`src/rtl/axis_match_pkg.sv`:
```
// axis_match_pkg: shared FSM encoding, match record field layout and output word builders
package axis_match_pkg;
    typedef enum logic [1:0] {IDLE = 2'd0, HDR = 2'd1, W0 = 2'd2, W1 = 2'd3} state_t;
    localparam int COORD_W = 10;
    localparam int X1_LSB = 0;
    localparam int Y1_LSB = 10;
    localparam int X2_LSB = 20;
    localparam int Y2_LSB = 30;
    localparam int HDR_N_LSB = 0;
    localparam int HDR_FRAME_LSB = 16;
    function automatic logic [31:0] hdr_word(input logic [15:0] frame, input logic [15:0] n);
        return (32'(frame) << HDR_FRAME_LSB) | (32'(n) << HDR_N_LSB);
    endfunction
    function automatic logic [31:0] coord_word(input logic [COORD_W-1:0] y, input logic [COORD_W-1:0] x);
        return {6'd0, y, 6'd0, x};
    endfunction
endpackage

```
`src/rtl/match_fifo.sv`:
```
// match_fifo: synchronous FIFO exposing the head record and the one behind it before any pop
module match_fifo #(
    parameter int WIDTH = 40,
    parameter int DEPTH = 64
) (
    input  logic                   clk,
    input  logic                   rst,
    input  logic                   push,
    input  logic [WIDTH-1:0]       din,
    input  logic                   pop,
    output logic                   full,
    output logic                   empty,
    output logic [$clog2(DEPTH):0] count,
    output logic [WIDTH-1:0]       head,
    output logic [WIDTH-1:0]       head_nxt
);
    localparam int AW = $clog2(DEPTH);
    localparam int CW = AW + 1;
    logic [WIDTH-1:0] mem [DEPTH];
    logic [AW-1:0] wr_ptr, rd_ptr;
    logic do_push, do_pop;
    assign full = count == CW'(DEPTH);
    assign empty = count == '0;
    assign do_push = push && !full;
    assign do_pop = pop && !empty;
    assign head = mem[rd_ptr];
    assign head_nxt = mem[rd_ptr + AW'(1)];
    always_ff @(posedge clk) if (do_push) mem[wr_ptr] <= din;
    always_ff @(posedge clk) begin
        if (rst) begin
            wr_ptr <= '0;
            rd_ptr <= '0;
            count <= '0;
        end else begin
            if (do_push) wr_ptr <= wr_ptr + AW'(1);
            if (do_pop) rd_ptr <= rd_ptr + AW'(1);
            count <= count + CW'(do_push) - CW'(do_pop);
        end
    end
endmodule

```
`src/rtl/axis_match_tx.sv`:
```
// axis_match_tx: buffers a frame's match records and streams them as one AXI-Stream packet per frame
module axis_match_tx
    import axis_match_pkg::*;
#(
    parameter int FIFO_DEPTH = 64,
    parameter int CNT_W = 16
) (
    input  logic             m_axis_aclk,
    input  logic             m_axis_aresetn,
    input  logic             match_valid,
    input  logic [39:0]      match_data,
    input  logic             frame_end,
    output logic [31:0]      m_axis_tdata,
    output logic [3:0]       m_axis_tkeep,
    output logic             m_axis_tlast,
    output logic             m_axis_tvalid,
    input  logic             m_axis_tready,
    output logic             busy,
    output logic [CNT_W-1:0] drop_cnt,
    output logic [CNT_W-1:0] frame_cnt
);
    localparam int CW = $clog2(FIFO_DEPTH) + 1;
    state_t state;
    logic [CW-1:0] fifo_cnt, n_now, rem;
    logic [39:0] head, head_nxt, src;
    logic [2*COORD_W-1:0] rec;
    logic full, empty, push, pop, hs, done, drop;
    assign hs = m_axis_tvalid && m_axis_tready;
    assign done = hs && m_axis_tlast;
    assign push = state == IDLE && match_valid && !full;
    assign pop = state == W1 && hs && !empty;
    assign drop = match_valid && !push;
    assign n_now = fifo_cnt + CW'(push);
    assign src = state == W1 ? head_nxt : head;
    match_fifo #(.WIDTH(40), .DEPTH(FIFO_DEPTH)) u_fifo (
        .clk(m_axis_aclk),
        .rst(!m_axis_aresetn),
        .push(push),
        .din(match_data),
        .pop(pop),
        .full(full),
        .empty(empty),
        .count(fifo_cnt),
        .head(head),
        .head_nxt(head_nxt)
    );
    always_ff @(posedge m_axis_aclk) begin
        if (!m_axis_aresetn) begin
            state <= IDLE;
            m_axis_tvalid <= 1'b0;
            m_axis_tlast <= 1'b0;
            m_axis_tkeep <= 4'h0;
            m_axis_tdata <= '0;
            busy <= 1'b0;
            drop_cnt <= '0;
            frame_cnt <= '0;
            rem <= '0;
            rec <= '0;
        end else begin
            if (drop && !(&drop_cnt)) drop_cnt <= drop_cnt + 1'b1;
            if (done) begin
                state <= IDLE;
                busy <= 1'b0;
                m_axis_tvalid <= 1'b0;
                m_axis_tlast <= 1'b0;
                m_axis_tkeep <= 4'h0;
                m_axis_tdata <= '0;
                frame_cnt <= frame_cnt + 1'b1;
            end else begin
                case (state)
                    IDLE: if (frame_end) begin
                        state <= HDR;
                        busy <= 1'b1;
                        m_axis_tvalid <= 1'b1;
                        m_axis_tkeep <= 4'hF;
                        m_axis_tdata <= hdr_word(16'(frame_cnt), 16'(n_now));
                        m_axis_tlast <= n_now == '0;
                        rem <= n_now;
                    end
                    HDR, W1: if (hs) begin
                        state <= W0;
                        rec <= src[X2_LSB +: 2*COORD_W];
                        m_axis_tdata <= coord_word(src[Y1_LSB +: COORD_W], src[X1_LSB +: COORD_W]);
                        m_axis_tlast <= 1'b0;
                        rem <= rem - CW'(state == W1);
                    end
                    W0: if (hs) begin
                        state <= W1;
                        m_axis_tdata <= coord_word(rec[Y2_LSB-X2_LSB +: COORD_W], rec[0 +: COORD_W]);
                        m_axis_tlast <= rem == CW'(1);
                    end
                    default: state <= IDLE;
                endcase
            end
        end
    end
endmodule
```
`config.mk`:
```
export PLATFORM = sky130hd
export DESIGN_NAME = axis_match_tx
export DESIGN_NICKNAME = d
export VERILOG_FILES = /design/src/rtl/axis_match_pkg.sv /design/src/rtl/match_fifo.sv /design/src/rtl/axis_match_tx.sv
export SDC_FILE = /design/constraint.sdc
export NUM_CORES = 2
export LEC_CHECK = 0
export ABC_AREA = 0
export CORE_ASPECT_RATIO = 1.1
export CORE_MARGIN = 10
export CORE_UTILIZATION = 30
export CTS_CLUSTER_SIZE = 8
export DETAILED_ROUTE_END_ITERATION = 16
export PLACE_DENSITY = 0.51
export SLEW_MARGIN = 10
export SYNTH_ARGS = -nofsm -noshare
export SYNTH_HDL_FRONTEND = slang
export SYNTH_SLANG_ARGS = --single-unit
```
`constraint.sdc`:
```
create_clock -name m_axis_aclk -period 4.6 [get_ports m_axis_aclk]
set_clock_uncertainty 0.05 [all_clocks]
set_input_delay 1.15 -clock m_axis_aclk [delete_from_list [all_inputs] [get_ports m_axis_aclk]]
set_output_delay 1.15 -clock m_axis_aclk [all_outputs]
set_load 0.1 [all_outputs]
```
## Word-level counts from Yosys, hierarchy flattened

Memories as Yosys holds them, arrays and structs flattened. A register that Yosys moved wholly into a read port is not among the register bits.
Cells that the tools add are included.

| word-level totals | value |
|---|---|
| flip-flop bits (word level) | 115 |
| bits in latches | 0 |
| RAM bits | 2560 |
| bits in read-only memories | 0 |
| output and inout port bits | 71 |
| logic and storage cells | 77 |
| memories kept | 1 |

| cells by class | value |
|---|---|
| add/sub/neg operators | 8 |
| $mul | 0 |
| div/mod/pow operators | 0 |
| order comparisons | 0 |
| equality and inequality tests | 8 |
| shift operators | 0 |
| multiplexer cells | 20 |
| bitwise logic cells | 3 |
| reductions and logical operators | 25 |

Memory list:

| memory | words | bits a word | rd ports | clocked after memory_dff | wr ports | line | text |
|---|---|---|---|---|---|---|---|
| u_fifo.mem | 64 | 40 | 2 | 1 | 1 | match_fifo.sv:19 | `logic [WIDTH-1:0] mem [DEPTH];` |

Operators by type and width:

| kind | count |
|---|---|
| two-way mux 32 bit | 3 |
| case mux 32 bit (3 select lines) | 1 |
| two-way mux 40 bit | 1 |
| adder 16 x 1 -> 16 bit (second input constant) | 2 |
| bitwise OR 32 x 7 -> 32 bit | 1 |
| AND reduction 16 bit | 1 |
| adder 7 x 1 -> 7 bit | 2 |
| logical NOT 7 bit | 2 |
| two-way mux 7 bit | 2 |
| case mux 7 bit (2 select lines) | 1 |
| subtractor 7 x 1 -> 7 bit | 2 |
| adder 6 x 1 -> 6 bit (second input constant) | 2 |
| two-way mux 6 bit | 2 |
| logical AND 1 bit | 10 |
| == test 7 x 1 -> 1 bit (second input constant) | 1 |
| == test 7 bit (second input constant) | 1 |
| two-way mux 2 bit | 3 |
| inequality test 2 bit (second input constant) | 3 |
| case mux 2 bit (3 select lines) | 1 |
| AND reduction 3 bit | 2 |
| two-way mux 1 bit | 5 |
| == test 2 bit (second input constant) | 2 |
| logical NOT 1 bit | 4 |
| AND reduction 4 bit | 1 |
| 7 further kinds | 9 |

## Depth between registers and ports, before layout

| logic depth | value |
|---|---|
| word-level depth | 7 |
| mapped depth | 18 |

## Hierarchy

Synthesis repeated with hierarchy kept, for this count alone.

| second synthesis, totals | value |
|---|---|
| cells, all modules | 5814 |
| area total of the unflattened synthesis | 122979.2 sq um |

Modules (own cells, without submodules):

| module | times used | cells each | area an instance (sq um) |
|---|---|---|---|
| match_fifo | 1 | 5263 | 118244.7 |
| axis_match_tx | 1 | 551 | 4734.5 |

## Worst setup path before layout

No wires, ideal clock.

| timing | value |
|---|---|
| kind | input-to-reg |
| from | input port match_valid |
| to | memory u_fifo.mem[31][0] (enable) |
| arrival | 3.786 ns |
| setup slack | 0.325 ns |
| cell stages on the path | 4 |
| path buffers | 0 |
| path through | inv_1 > nor2_1 > nand4_1 > nor2_1 |

| on the way | value |
|---|---|
| word-level cells in the longest chain between the ends | 5 |

Ends and longest elaborated chain:

| what | line | text |
|---|---|---|
| start, declared | axis_match_tx.sv:10 | `input logic match_valid,` |
| logical AND 1 bit (2 in series) | axis_match_tx.sv:30 | `assign push = state == IDLE && match_valid && !full;` |
| logical AND 1 bit | match_fifo.sv:24 | `assign do_push = push && !full;` |
| two-way mux 1 bit | match_fifo.sv:28 | `always_ff @(posedge clk) if (do_push) mem[wr_ptr] <= din;` |
| two-way mux 1 bit (implied by the code) | match_fifo.sv:28 |  |
| end, declared | match_fifo.sv:19 |  |

No other way between the ends.

## Final worst setup path

| timing | value |
|---|---|
| from | register frame_cnt[9] |
| to | output port frame_cnt[9] |

RTL lines:

| what | line | text |
|---|---|---|
| start, declared | axis_match_tx.sv:20 | `output logic [CNT_W-1:0] frame_cnt` |
| start signal, assigned | axis_match_tx.sv:68 | `frame_cnt <= frame_cnt + 1'b1;` |

No word-level cell between the ends.

==> reports/qor.txt <==
CTS tree -> done
FF+latch area -> 79180 um^2
Vias/cell -> 5.932
WP buf/inv -> 1
area of the die -> 436200 um^2
critical path depth in cells -> 1
WL met3 -> 38640 um
Layout fillers -> 37690
uppermost layer routed -> met5
first-pass GRT wire length -> 620200 um
crit-path leading delay family -> buffers and inverters
clk sinks -> 2674
RSZ-0062 raised after global routing -> no
CP max-delay cell -> clkdlybuf4s50_1
DRT iter0 DRCs -> 9372
Mapped Area -> 123100 um^2
final worst path period need -> 3993 ps
Worst R2R End -> m_axis_tdata[8]$_SDFFE_PP0P_
Fmax -> 250.4 MHz
area growth from synthesis to layout -> 17.11%
Warnings, synthesis -> 0
Least-Margin Pin Slew -> 1368 ps
post-route ant nets -> 0
register area share after synthesis -> 0.6433
Hold Path Class -> reg2reg
startpoint types -> register
wire length per cell -> 38.02 um
area of the multi-input gates -> 42150 um^2
CP Class -> reg2out
largest net degree at the start of global routing -> 96
most common cell in the netlist -> edfxtp_1
outcome -> completed
post-synth cell types -> 66
vias -> 70760
Pins Over Slew Limit -> 0
Pleak -> 41.73 nW
antenna violations before repair -> 36
design area -> 144100 um^2
# resized after CTS -> 0
final period utilization -> 0.8680
Overflow after GRT -> 0
Clk Latency, worst-skew pair -> 970 ps
H-tree Lvls -> 5
Worst Path Required -> 3400 ps
cells after synthesis -> 5909
top cells by area, synth -> edfxtp_1 (62%), mux4_2 (28%), dfxtp_1 (1.9%)
Die Ht -> 691.7 um
Largest stage delay, worst path -> 1230 ps
fraction of registers with async set/reset -> 0
CP endpoint -> frame_cnt[9]
Post-synth top flop -> edfxtp_1
Relative slew margins -> 0.08616
post-DP HPWL -> 260300 um
R2R cell count -> 8
Final setup viols -> 0
final hold vios -> 0
CTS Root Cell -> clkbuf_16
post-synth top area share -> 0.6247
critical path capture point type -> primary output
hold buffer count at cts -> 0
Synth area leader -> edfxtp_1
# nets final -> 6337
Core Rows -> 246
io pins -> 116
number of global-route vias before repair -> 71820
Max-Cap Viols -> 0
die width -> 630.6 um
Reg2Reg Setup Slack -> 800 ps
Post-DP Area -> 133500 um^2
CORE AREA -> 408400 um^2
met1 wire length -> 179000 um
critical path data arrival time -> 2790 ps
PortBufs -> 109
Max IR drop VDD -> 327.9 uV
syn_area_per_cell -> 20.82 um^2
worst-path cell chain -> clkdlybuf4s50_1
Power Density -> 377.9 nW/um^2
post-CTS setup buffer count -> 0
CP Launch Point -> frame_cnt[9]$_SDFFE_PN0P_
layout cell share with drive strength beyond 1 -> 0.3741
initial core utilization -> 0.3013
Max Root-Sink Buffers -> 4
total CTS buffers -> 373
FF+latch count, synth -> 2674
gpl congestion -> 0.8042
Clock Pin Slew Worst Setup and Hold Paths -> 50 ps
met2 WL -> 217000 um
Post-synth EDFFs -> 2560
DR pass1 iterations -> 7
gr usage total -> 0.2012
total length of routed wires -> 453500 um
TNS Setup -> 0 ps
critical path peak fanout -> 7
drt drc -> 0
top cells by count, synth -> edfxtp_1 (2560), mux4_2 (1508), nand2_1 (254)
[sequential cells by signal, summed over array words and instances (netlist names), 2 cells and up, named ones only]
| signal | flops |
|---|---|
| state | 2 |
| rec | 20 |
| drop_cnt | 16 |
| rem | 7 |
| u_fifo.wr_ptr | 6 |
| u_fifo.count | 7 |
| u_fifo.mem | 2560 |
| u_fifo.rd_ptr | 6 |
| m_axis_tdata | 26 |
| frame_cnt | 16 |
[per-stage QoR]
stage / instances / util / power [mW] / setup slack (ps) / hold WS, ps
after floorplan: 5914 / - / 28.42 / 325.3 / 367.7
after global placement: 11350 / 0.3270 / 29.40 / 181.2 / 419.9
after detailed placement: 11350 / 0.3270 / 29.43 / 521.1 / 428.1
after CTS: 11920 / 0.3527 / 54.91 / 561.6 / 443.1
after global routing: 11920 / 0.3528 / 56.04 / 496.1 / 470.7
final: 11930 / 0.3528 / 54.46 / 607.1 / 447.4
[cells in the final DEF (no fill, tap or decap), types with 83 or more instances in the layout]
master,count
edfxtp_1,2560
mux4_2,1508
clkbuf_16,378
nand2_1,253
buf_4,189
clkbuf_1,161
buf_12,151
nand3_1,131
mux2i_1,118
dfxtp_1,105
nor2_1,97
a21oi_1,83
[metal layers]
| layer | global-route usage | vias up |
|---|---|---|
| li1 | - | 26470 |
| met1 | 0.2672 | 39500 |
| met2 | 0.3277 | 3966 |
| met3 | 0.04180 | 816 |
| met4 | 0.07169 | 6 |
| met5 | 0 | - |
[worst min path at each step]
stage                                    from                   to  slack [ps]  cells after the start
after global placement    rem[0]$_SDFFE_PN0P_  rem[0]$_SDFFE_PN0P_         420                      2
after detailed placement  rem[0]$_SDFFE_PN0P_  rem[0]$_SDFFE_PN0P_         430                      2
after floorplan           rec[8]$_SDFFE_PN0P_  rec[8]$_SDFFE_PN0P_         370                      2
after global routing      rem[1]$_SDFFE_PN0P_  rem[1]$_SDFFE_PN0P_         470                      2
final                     rem[1]$_SDFFE_PN0P_  rem[1]$_SDFFE_PN0P_         450                      2
after CTS                 rem[0]$_SDFFE_PN0P_  rem[0]$_SDFFE_PN0P_         440                      2
[logic make-up after synthesis]
kind of cell | after synthesis | synth area share
DFF | 2674 | 0.6433
muxes | 1657 | 0.2884
and+or+nand+nor | 667 | 0.02419
buffers and inverters | 488 | 0.01937
AOI/OAI and AO/OA | 354 | 0.01910
xor gates and xnor gates | 47 | 0.003406
adders and majority gates | 21 | 0.002196
other | 1 | 0.00003047
[report_power, final]
part           switching [mW]  internal [mW]  leakage (nW)  total (mW)
Combinational            1.38          0.543          12.7        1.92
Sequential              0.153           26.9          24.0        27.0
Clock                    10.5           15.0          5.04        25.5
[cell type report]
| type | count | share of cell area |
|---|---|---|
| flip-flops and latches | 2674 | 0.5495 |
| multi-input cells | 2752 | 0.2925 |
| clock buffers | 539 | 0.06984 |
| well taps | 5456 | 0.04737 |
| repair buffers | 448 | 0.03694 |
| clock inverters | 25 | 0.003056 |
| inverters | 22 | 0.0005731 |
| diodes | 11 | 0.0001910 |
Power figures use the tool's default switching activity.
